--- src/rtl/spi_slave.sv ---
// -----------------------------------------------------------------------------
// spi_slave
//
// SPI slave front-end for a small RAM. A transaction is framed by ss_n_i low.
// Each frame is 10 bits, MSB first: [9:8] command, [7:0] address/data.
// Bit 9 selects write (0) or read (1). A read is split into two frames: the
// first carries the read address (READ_ADD), the second is a dummy frame
// (READ_DATA). After the dummy frame the slave waits for the RAM to return a
// byte on tx_data_i/tx_valid_i and shifts it out on miso_o, MSB first.
//
// Ports:
//   clk         system clock; mosi_i sampled and miso_o driven on rising edge
//   rst_n       asynchronous active-low reset
//   ss_n_i      slave select, active low
//   mosi_i      serial data in, MSB first
//   miso_o      serial read data out, MSB first; 0 when not shifting
//   rx_data_o   last completed 10-bit frame
//   rx_valid_o  one-cycle strobe, rx_data_o updated
//   tx_data_i   read data from the RAM
//   tx_valid_i  tx_data_i valid strobe
//
// Configuration:
//   SPI_CMD_CHECK_EN  when defined, a completed frame whose command bits [9:8]
//                     disagree with the receiving state is dropped (no strobe,
//                     rx_data_o and the read-address flag untouched) and the
//                     FSM returns to IDLE. When undefined every completed frame
//                     is strobed.
// -----------------------------------------------------------------------------
module spi_slave (
    input  logic       clk,
    input  logic       rst_n,
    input  logic       ss_n_i,
    input  logic       mosi_i,
    output logic       miso_o,
    output logic [9:0] rx_data_o,
    output logic       rx_valid_o,
    input  logic [7:0] tx_data_i,
    input  logic       tx_valid_i
);

    typedef enum logic [2:0] {
        StIdle     = 3'd0,
        StChkCmd   = 3'd1,
        StWrite    = 3'd2,
        StReadAdd  = 3'd3,
        StReadData = 3'd4
    } state_e;

    state_e      state_q;
    logic [8:0]  frame_q;        // bits 9..1 of the frame in flight
    logic [3:0]  bit_cnt_q;      // bits shifted in since CHK_CMD
    logic        frame_done_q;   // frame complete, stop shifting until SS_n rises
    logic        rd_addr_seen_q; // a READ_ADD frame was accepted, next read is data
    logic [7:0]  tx_shift_q;     // remaining read bits, next bit in [7]
    logic [2:0]  tx_cnt_q;       // read bits still to present after the current one
    logic        tx_busy_q;      // miso_o is carrying read data
    logic        tx_done_q;      // read byte already sent in this window
    logic        miso_q;
    logic [9:0]  rx_data_q;
    logic        rx_valid_q;

    logic [9:0]  frame_full;
    logic        cmd_ok;

    // Full frame as it would stand after the current edge captures bit 0.
    always_comb begin
        frame_full = {frame_q, mosi_i};
    end

`ifdef SPI_CMD_CHECK_EN
    // frame_q[8:7] are frame bits [9:8] at the moment bit 0 arrives.
    always_comb begin
        cmd_ok = 1'b0;
        case (state_q)
            StWrite:    cmd_ok = ~frame_q[8];
            StReadAdd:  cmd_ok = (frame_q[8:7] == 2'b10);
            StReadData: cmd_ok = (frame_q[8:7] == 2'b11);
            default:    cmd_ok = 1'b0;
        endcase
    end
`else
    always_comb begin
        cmd_ok = 1'b1;
    end
`endif

    always_ff @(posedge clk or negedge rst_n) begin
        if (!rst_n) begin
            state_q        <= StIdle;
            frame_q        <= '0;
            bit_cnt_q      <= '0;
            frame_done_q   <= 1'b0;
            rd_addr_seen_q <= 1'b0;
            tx_shift_q     <= '0;
            tx_cnt_q       <= '0;
            tx_busy_q      <= 1'b0;
            tx_done_q      <= 1'b0;
            miso_q         <= 1'b0;
            rx_data_q      <= '0;
            rx_valid_q     <= 1'b0;
        end else begin
            rx_valid_q <= 1'b0;

            if (ss_n_i) begin
                // Deselect aborts whatever is in flight; rd_addr_seen_q survives
                // so a split read can span two select windows.
                state_q      <= StIdle;
                frame_q      <= '0;
                bit_cnt_q    <= '0;
                frame_done_q <= 1'b0;
                tx_shift_q   <= '0;
                tx_cnt_q     <= '0;
                tx_busy_q    <= 1'b0;
                tx_done_q    <= 1'b0;
                miso_q       <= 1'b0;
            end else begin
                case (state_q)
                    StIdle: begin
                        state_q      <= StChkCmd;
                        frame_q      <= '0;
                        bit_cnt_q    <= '0;
                        frame_done_q <= 1'b0;
                        tx_busy_q    <= 1'b0;
                        tx_done_q    <= 1'b0;
                        miso_q       <= 1'b0;
                    end

                    StChkCmd: begin
                        frame_q      <= {8'b0, mosi_i};
                        bit_cnt_q    <= '0;
                        frame_done_q <= 1'b0;
                        if (!mosi_i) begin
                            state_q <= StWrite;
                        end else if (rd_addr_seen_q) begin
                            state_q <= StReadData;
                        end else begin
                            state_q <= StReadAdd;
                        end
                    end

                    StWrite, StReadAdd, StReadData: begin
                        if (!frame_done_q) begin
                            frame_q   <= frame_full[8:0];
                            bit_cnt_q <= bit_cnt_q + 4'd1;
                            // Count 8 means this edge captures frame bit 0.
                            if (bit_cnt_q == 4'd8) begin
                                frame_done_q <= 1'b1;
                                bit_cnt_q    <= '0;
                                if (cmd_ok) begin
                                    rx_data_q  <= frame_full;
                                    rx_valid_q <= 1'b1;
                                    if (state_q == StReadAdd) begin
                                        rd_addr_seen_q <= 1'b1;
                                    end else if (state_q == StReadData) begin
                                        rd_addr_seen_q <= 1'b0;
                                    end
                                end else begin
                                    state_q <= StIdle;
                                end
                            end
                        end else if (state_q == StReadData) begin
                            if (tx_busy_q) begin
                                // tx_valid_i is deliberately ignored while shifting.
                                if (tx_cnt_q != 3'd0) begin
                                    miso_q     <= tx_shift_q[7];
                                    tx_shift_q <= {tx_shift_q[6:0], 1'b0};
                                    tx_cnt_q   <= tx_cnt_q - 3'd1;
                                end else begin
                                    miso_q    <= 1'b0;
                                    tx_busy_q <= 1'b0;
                                    tx_done_q <= 1'b1;
                                end
                            end else if (!tx_done_q && tx_valid_i) begin
                                // Bit 7 goes out right away; the rest follow.
                                miso_q     <= tx_data_i[7];
                                tx_shift_q <= {tx_data_i[6:0], 1'b0};
                                tx_cnt_q   <= 3'd7;
                                tx_busy_q  <= 1'b1;
                            end
                        end
                    end

                    default: begin
                        state_q <= StIdle;
                    end
                endcase
            end
        end
    end

    assign miso_o     = miso_q;
    assign rx_data_o  = rx_data_q;
    assign rx_valid_o = rx_valid_q;

endmodule

--- config.mk ---
export PLATFORM = sky130hd
export DESIGN_NAME = spi_slave
export DESIGN_NICKNAME = d
export VERILOG_FILES = /design/src/rtl/spi_slave.sv
export SDC_FILE = /design/constraint.sdc
export NUM_CORES = 1
export LEC_CHECK = 0
export BUFFER_PORTS_ARGS = -buffer_cell sky130_fd_sc_hd__buf_2
export CORE_MARGIN = 2
export CORE_UTILIZATION = 60
export CTS_BUF_LIST = sky130_fd_sc_hd__clkbuf_4
export DETAILED_ROUTE_END_ITERATION = 16
export GPL_TIMING_DRIVEN = 0
export HOLD_SLACK_MARGIN = 0.12
export PLACE_DENSITY = 0.83
export SYNTH_ARGS = -nofsm -noshare
export SYNTH_HDL_FRONTEND = slang
export SYNTH_SLANG_ARGS = --single-unit
--- constraint.sdc ---
create_clock -name clk -period 4.4 [get_ports clk]
set_input_delay 0.88 -clock clk [delete_from_list [all_inputs] [get_ports clk]]
set_output_delay 0.88 -clock clk [all_outputs]
set_load 0.03 [all_outputs]
# Yosys cells after proc, flatten, opt, wreduce, memory -nomap -nowiden
# Index checks and enable logic that the tools add are counted.
# Widths: inputs -> output; s select.
[word_totals]
output_inout_bits = 12
in_bits = 13
mem_bits_rw = 0
regBits = 43
latchBits = 0
mem_bits_ro = 0
memories = 0
[op_classes]
n_mul = 0
n_eq_ne = 13
n_lt_le_gt_ge = 0
addsub = 2
n_mux = 54
n_reduce_logical = 22
n_div = 0
n_shift = 0
bitwise = 2
[ops]
columns = ["cell", "n"]
rows = [
  ["$mux 8", 7],
  ["$mux 3", 10],
  ["$pmux 9 s3", 1],
  ["$mux 1", 25],
  ["$mux 9", 2],
  ["$ne 3x3->1 const B", 5],
  ["$reduce_and 5->1", 3],
  ["$mux 4", 3],
  ["$reduce_bool 3->1", 4],
  ["$pmux 3 s3", 1],
  ["$pmux 1 s2", 4],
  ["$pmux 4 s2", 1],
  ["$reduce_and 4->1", 2],
  ["$reduce_bool 2->1", 4],
  ["$eq 3x2->1 const B", 2],
  ["$add 4x1->4 const B", 1],
  ["$eq 4x4->1 const B", 1],
  ["$ne 4x4->1 const B", 1],
  ["$reduce_and 2->1", 2],
  ["$reduce_bool 4->1", 1],
  ["$eq 3x1->1 const B", 1],
  ["$eq 3x3->1 const B", 1],
  ["$logic_not 3->1", 1],
  ["$ne 3x2->1 const B", 1],
  ["other kinds (8)", 9],
]

# Logic depth before layout (Yosys ltp)
[logic_depth]
ltp_word = 8
depth_mapped = 7
depth_no_buf = 6

# Worst setup path after synthesis
# No wires, ideal clock.
[synth_timing]
path_kind = "input -> register"
startpoint = "input port ss_n_i"
endpoint = "register rx_data_q[0] (netlist: rx_data_o[0])"
setup_ns = 0.125
t_arrival_ns = 1.867
path_buffers = 1
required_ns = 4.275
path_slack_ns = 2.408
path_stages = 5
path_cell_list = "and2b_4 > a22o_4 > nand2_2 > buf_6 > mux2_4"
[synth_via]
elab_chain_len = 2
[synth_rtl]
columns = ["item", "line_no", "text"]
rows = [
  ["start: declaration", "32", "input logic ss_n_i,"],
  ["$not 1->1 (no source line)", "--", ""],
  ["$reduce_and 4->1 (no source line)", "--", ""],
  ["end signal: assignment", "150", "rx_data_q <= frame_full;"],
  ["end: declaration", "59", "logic [9:0] rx_data_q;"],
]
# Every way passes these cells.
# A chain may end at the register's enable or synchronous reset.

# Final worst setup path
[layout_timing]
startpoint = "register miso_q (netlist: miso_o)"
endpoint = "output port miso_o"
[layout_lines]
columns = ["item", "line_no", "text"]
rows = [
  ["start: declaration", "58", "logic miso_q;"],
  ["start signal: assignment", "165", "miso_q <= tx_shift_q[7];"],
  ["start signal: assignment", "175", "miso_q <= tx_data_i[7];"],
  ["end: declaration", "34", "output logic miso_o,"],
]
# No word-level cell between the ends.

==> results.yml <==
setup_path:
  cp-start-kind: "register"
  required_ns: 3.52
  cp.arrival_ns: 0.95
  cp_slowest_cell: "dfrtp_1"
  r2r-end: "rx_data_o[4]"
  cp_cell_sequence: "buf_2"
  ff2ff_setup_slack_ns: 2.60
  cp_max_fo: 3
  critPathBufInv: 1
  cpPeakStageDelay_ns: 0.41
  critPathTopFamily: "flip-flops"
  crit_start: "miso_o"
  setup.worst_path.class: "reg -> out"
  reg2regPathDepth: 7
  reg2reg_from: "bit_cnt_q[0]"
  end_kind: "output pin"
cells_and_area:
  final_cell_mix: "dfrtp_1, buf_2, nor2_1"
  insertedDiodeCount: 0
  fin_nets: 235
  layout-drive-gt1-share_pct: 28.90
  syn_to_final_growth_pct: 10.80
  final_cell_count_no_fill: 264
  fin_util_pct: 70.20
  final_common_cell: "dfrtp_1"
sta:
  period_share_pct: 41.56
  finalWorstSetupSlack_ns: 2.571
  setup_viol: 0
  grt_setup_unrepaired: "false"
  slew_violations: 0
  relSlewSlack_pct: 40.58
  hold_viol_final: 0
  worst_pin_slew_ns: 0.8913
  fin_crit_ns: 1.829
  fmax_mhz: 546.9
  finalSetupTns_ns: 0
  fin_skew_ns: 0.01539
floorplan:
  dieHeight_um: 63.59
  boundaryPins: 25
  num_rows: 21
  die-area_um2: 4044
  die_w_um: 63.59
  coreArea_um2: 3363
  initial_utilization_pct: 63.36
power_and_ir_drop:
  p_per_area_nw_per_um2: 269.7
  power.internal_mw: 0.4823
  pwr-share-comb_pct: 8.8
  p_leak_nw: 1.157
  pwr-share-clk_pct: 29.6
  ir_drop_v: 0.0002054
  swShare_pct: 24.27
  p_seq_share_pct: 61.6
  p_switching_mw: 0.1546
drt:
  wire_per_inst_um: 15.20
  via_per_inst: 5.689
  ant_nets: 0
  drtPass1Iterations: 4
  finalWirelength_um: 4014
  drc_errors: 0
  drtIter0Drc: 108
  num_vias: 1502
clock_network:
  ctsResizeCount: 0
  path_clk_slew_ns: 0.12
  h-tree-depth: 2
  clock_sinks: 42
  tritoncts: "yes"
  insertion_delay_ns: 0.35
  cts_root_buffer: "clkbuf_4"
  cts_buffer_depth: 2
  numCtsBuffers: 5
  cts_hold_buf: 0
  postCtsSetupRepairBufs: 0
hold_path:
  holdPathStages: 2
  whs_endpoint: "frame_q[8]"
  worstHoldStart: "frame_q[8]"
  hold_path.class: "reg -> reg"
global_routing:
  grt_pass1_vias: 1535
  grt_pass1_wl_um: 6948
  grt_overflow_total: 0
  grtUsageTotal_pct: 21.95
  antenna_found_initial: 0
  grt_max_degree: 43
synthesis:
  synthArstFlopShare_pct: 100.0
  synth_area_leaders: "dfrtp_1, mux2i_1, mux2_4, nor2_1, a211oi_2"
  synthDominantCellAreaShare_pct: 49.32
  yosys_warnings: 0
  synth_area_leader_cell: "dfrtp_1"
  synth_cell_types: 46
  synth-seq-cells: 42
  ys.flop_type: "dfrtp_1"
  synth_edf_count: 0
  synth_area_um2: 2131
  avgSynthCellArea_um2: 11.39
  synthCells: 187
  seq_area_frac_synth_pct: 49.32
  syn_nets: 204
place:
  gp_congestion: 0.8544
  place_ws_ns: 2.207
  hpwlAfterDp_um: 2843
  port_buffers: 24
  dpl.cell_count: 257
job:
  max_cap_violations: 0
run_status:
  outcome: "complete, no violations"
logic make-up (layout without fill, tap and decap cells):
group	Yosys count	count (layout)	synth area share [%]
xor gates and xnor gates	2	2	0.8222
adders and majority gates	4	4	2.349
DFF	42	42	49.32
AOI/OAI and AO/OA	36	36	13.86
buffers and inverters	20	51	5.579
muxes	25	25	13.98
and+or+nand+nor	58	58	14.09
area by class of cell:
class	count	area, um^2
buffer	12	88.84
clock buffer	7	52.55
fill	269	1002
inverter	8	30.03
multi-input combinational	125	960.9
sequential	42	1051
tap	46	57.56
timing repair buffer	24	120.1
power by group through the flow:
stage          clock [mW]  combinational (mW)  sequential [mW]
2_1_floorplan           0              0.0341            0.400
3_3_place_gp            0              0.0540            0.399
3_5_place_dp            0              0.0562            0.400
4_1_cts             0.196              0.0564            0.392
5_1_grt             0.212              0.0621            0.393
6_report            0.189              0.0560            0.392
how the worst max path moves through the flow:
stage	slack [ns]	cells after the start	endpoint
final	2.57	1	miso_o
after CTS	2.57	1	miso_o
after global routing	2.52	4	tx_shift_q[7]
after detailed placement	2.21	6	rx_data_o[3]
after floorplan	2.41	5	rx_data_o[0]
after global placement	2.24	6	rx_data_o[3]
routing by layer:
| metal | part of all wire (%) | GRT usage (%) |
|---|---|---|
| met5 | 0 | 0 |
| met1 | 44 | 29.20 |
| met2 | 51 | 35.39 |
| met3 | 3.4 | 3.750 |
| met4 | 1.3 | 9.511 |
worst reg2reg max path, cell delays in order (launching register included):
cell,delay (ns)
dfrtp_1,0.43
inv_1,0.06
ha_1,0.18
and3b_1,0.22
and2b_1,0.21
nand2_2,0.10
buf_6,0.17
mux2_4,0.32
stage by stage:
stage / total power, mW / cell area [um^2] / hold slack, ns
2_1_floorplan: 0.4336 / 2131 / 0.4460
3_3_place_gp: 0.4532 / 2308 / 0.4614
3_5_place_dp: 0.4558 / 2308 / 0.4853
4_1_cts: 0.6446 / 2361 / 0.5132
5_1_grt: 0.6666 / 2361 / 0.5397
6_report: 0.6368 / 2361 / 0.5055
cell usage after synthesis, drive strengths merged (4+ instances only):
cell type / instances
ha: 4
mux2i: 14
mux2: 11
a211oi: 8
o21ai: 6
nor3: 5
nand2: 11
inv: 8
a21oi: 6
dfrtp: 42
buf: 10
nor2: 24
sequential cells by signal (all words and copies together) (netlist names):
signal          flops
rd_addr_seen_q      1
tx_shift_q          7
bit_cnt_q           4
tx_busy_q           1
miso_o              1
frame_q             9
state_q             3
rx_valid_o          1
tx_done_q           1
rx_data_o          10
frame_done_q        1
tx_cnt_q            3
No activity file was read; power rests on OpenSTA's default activity.
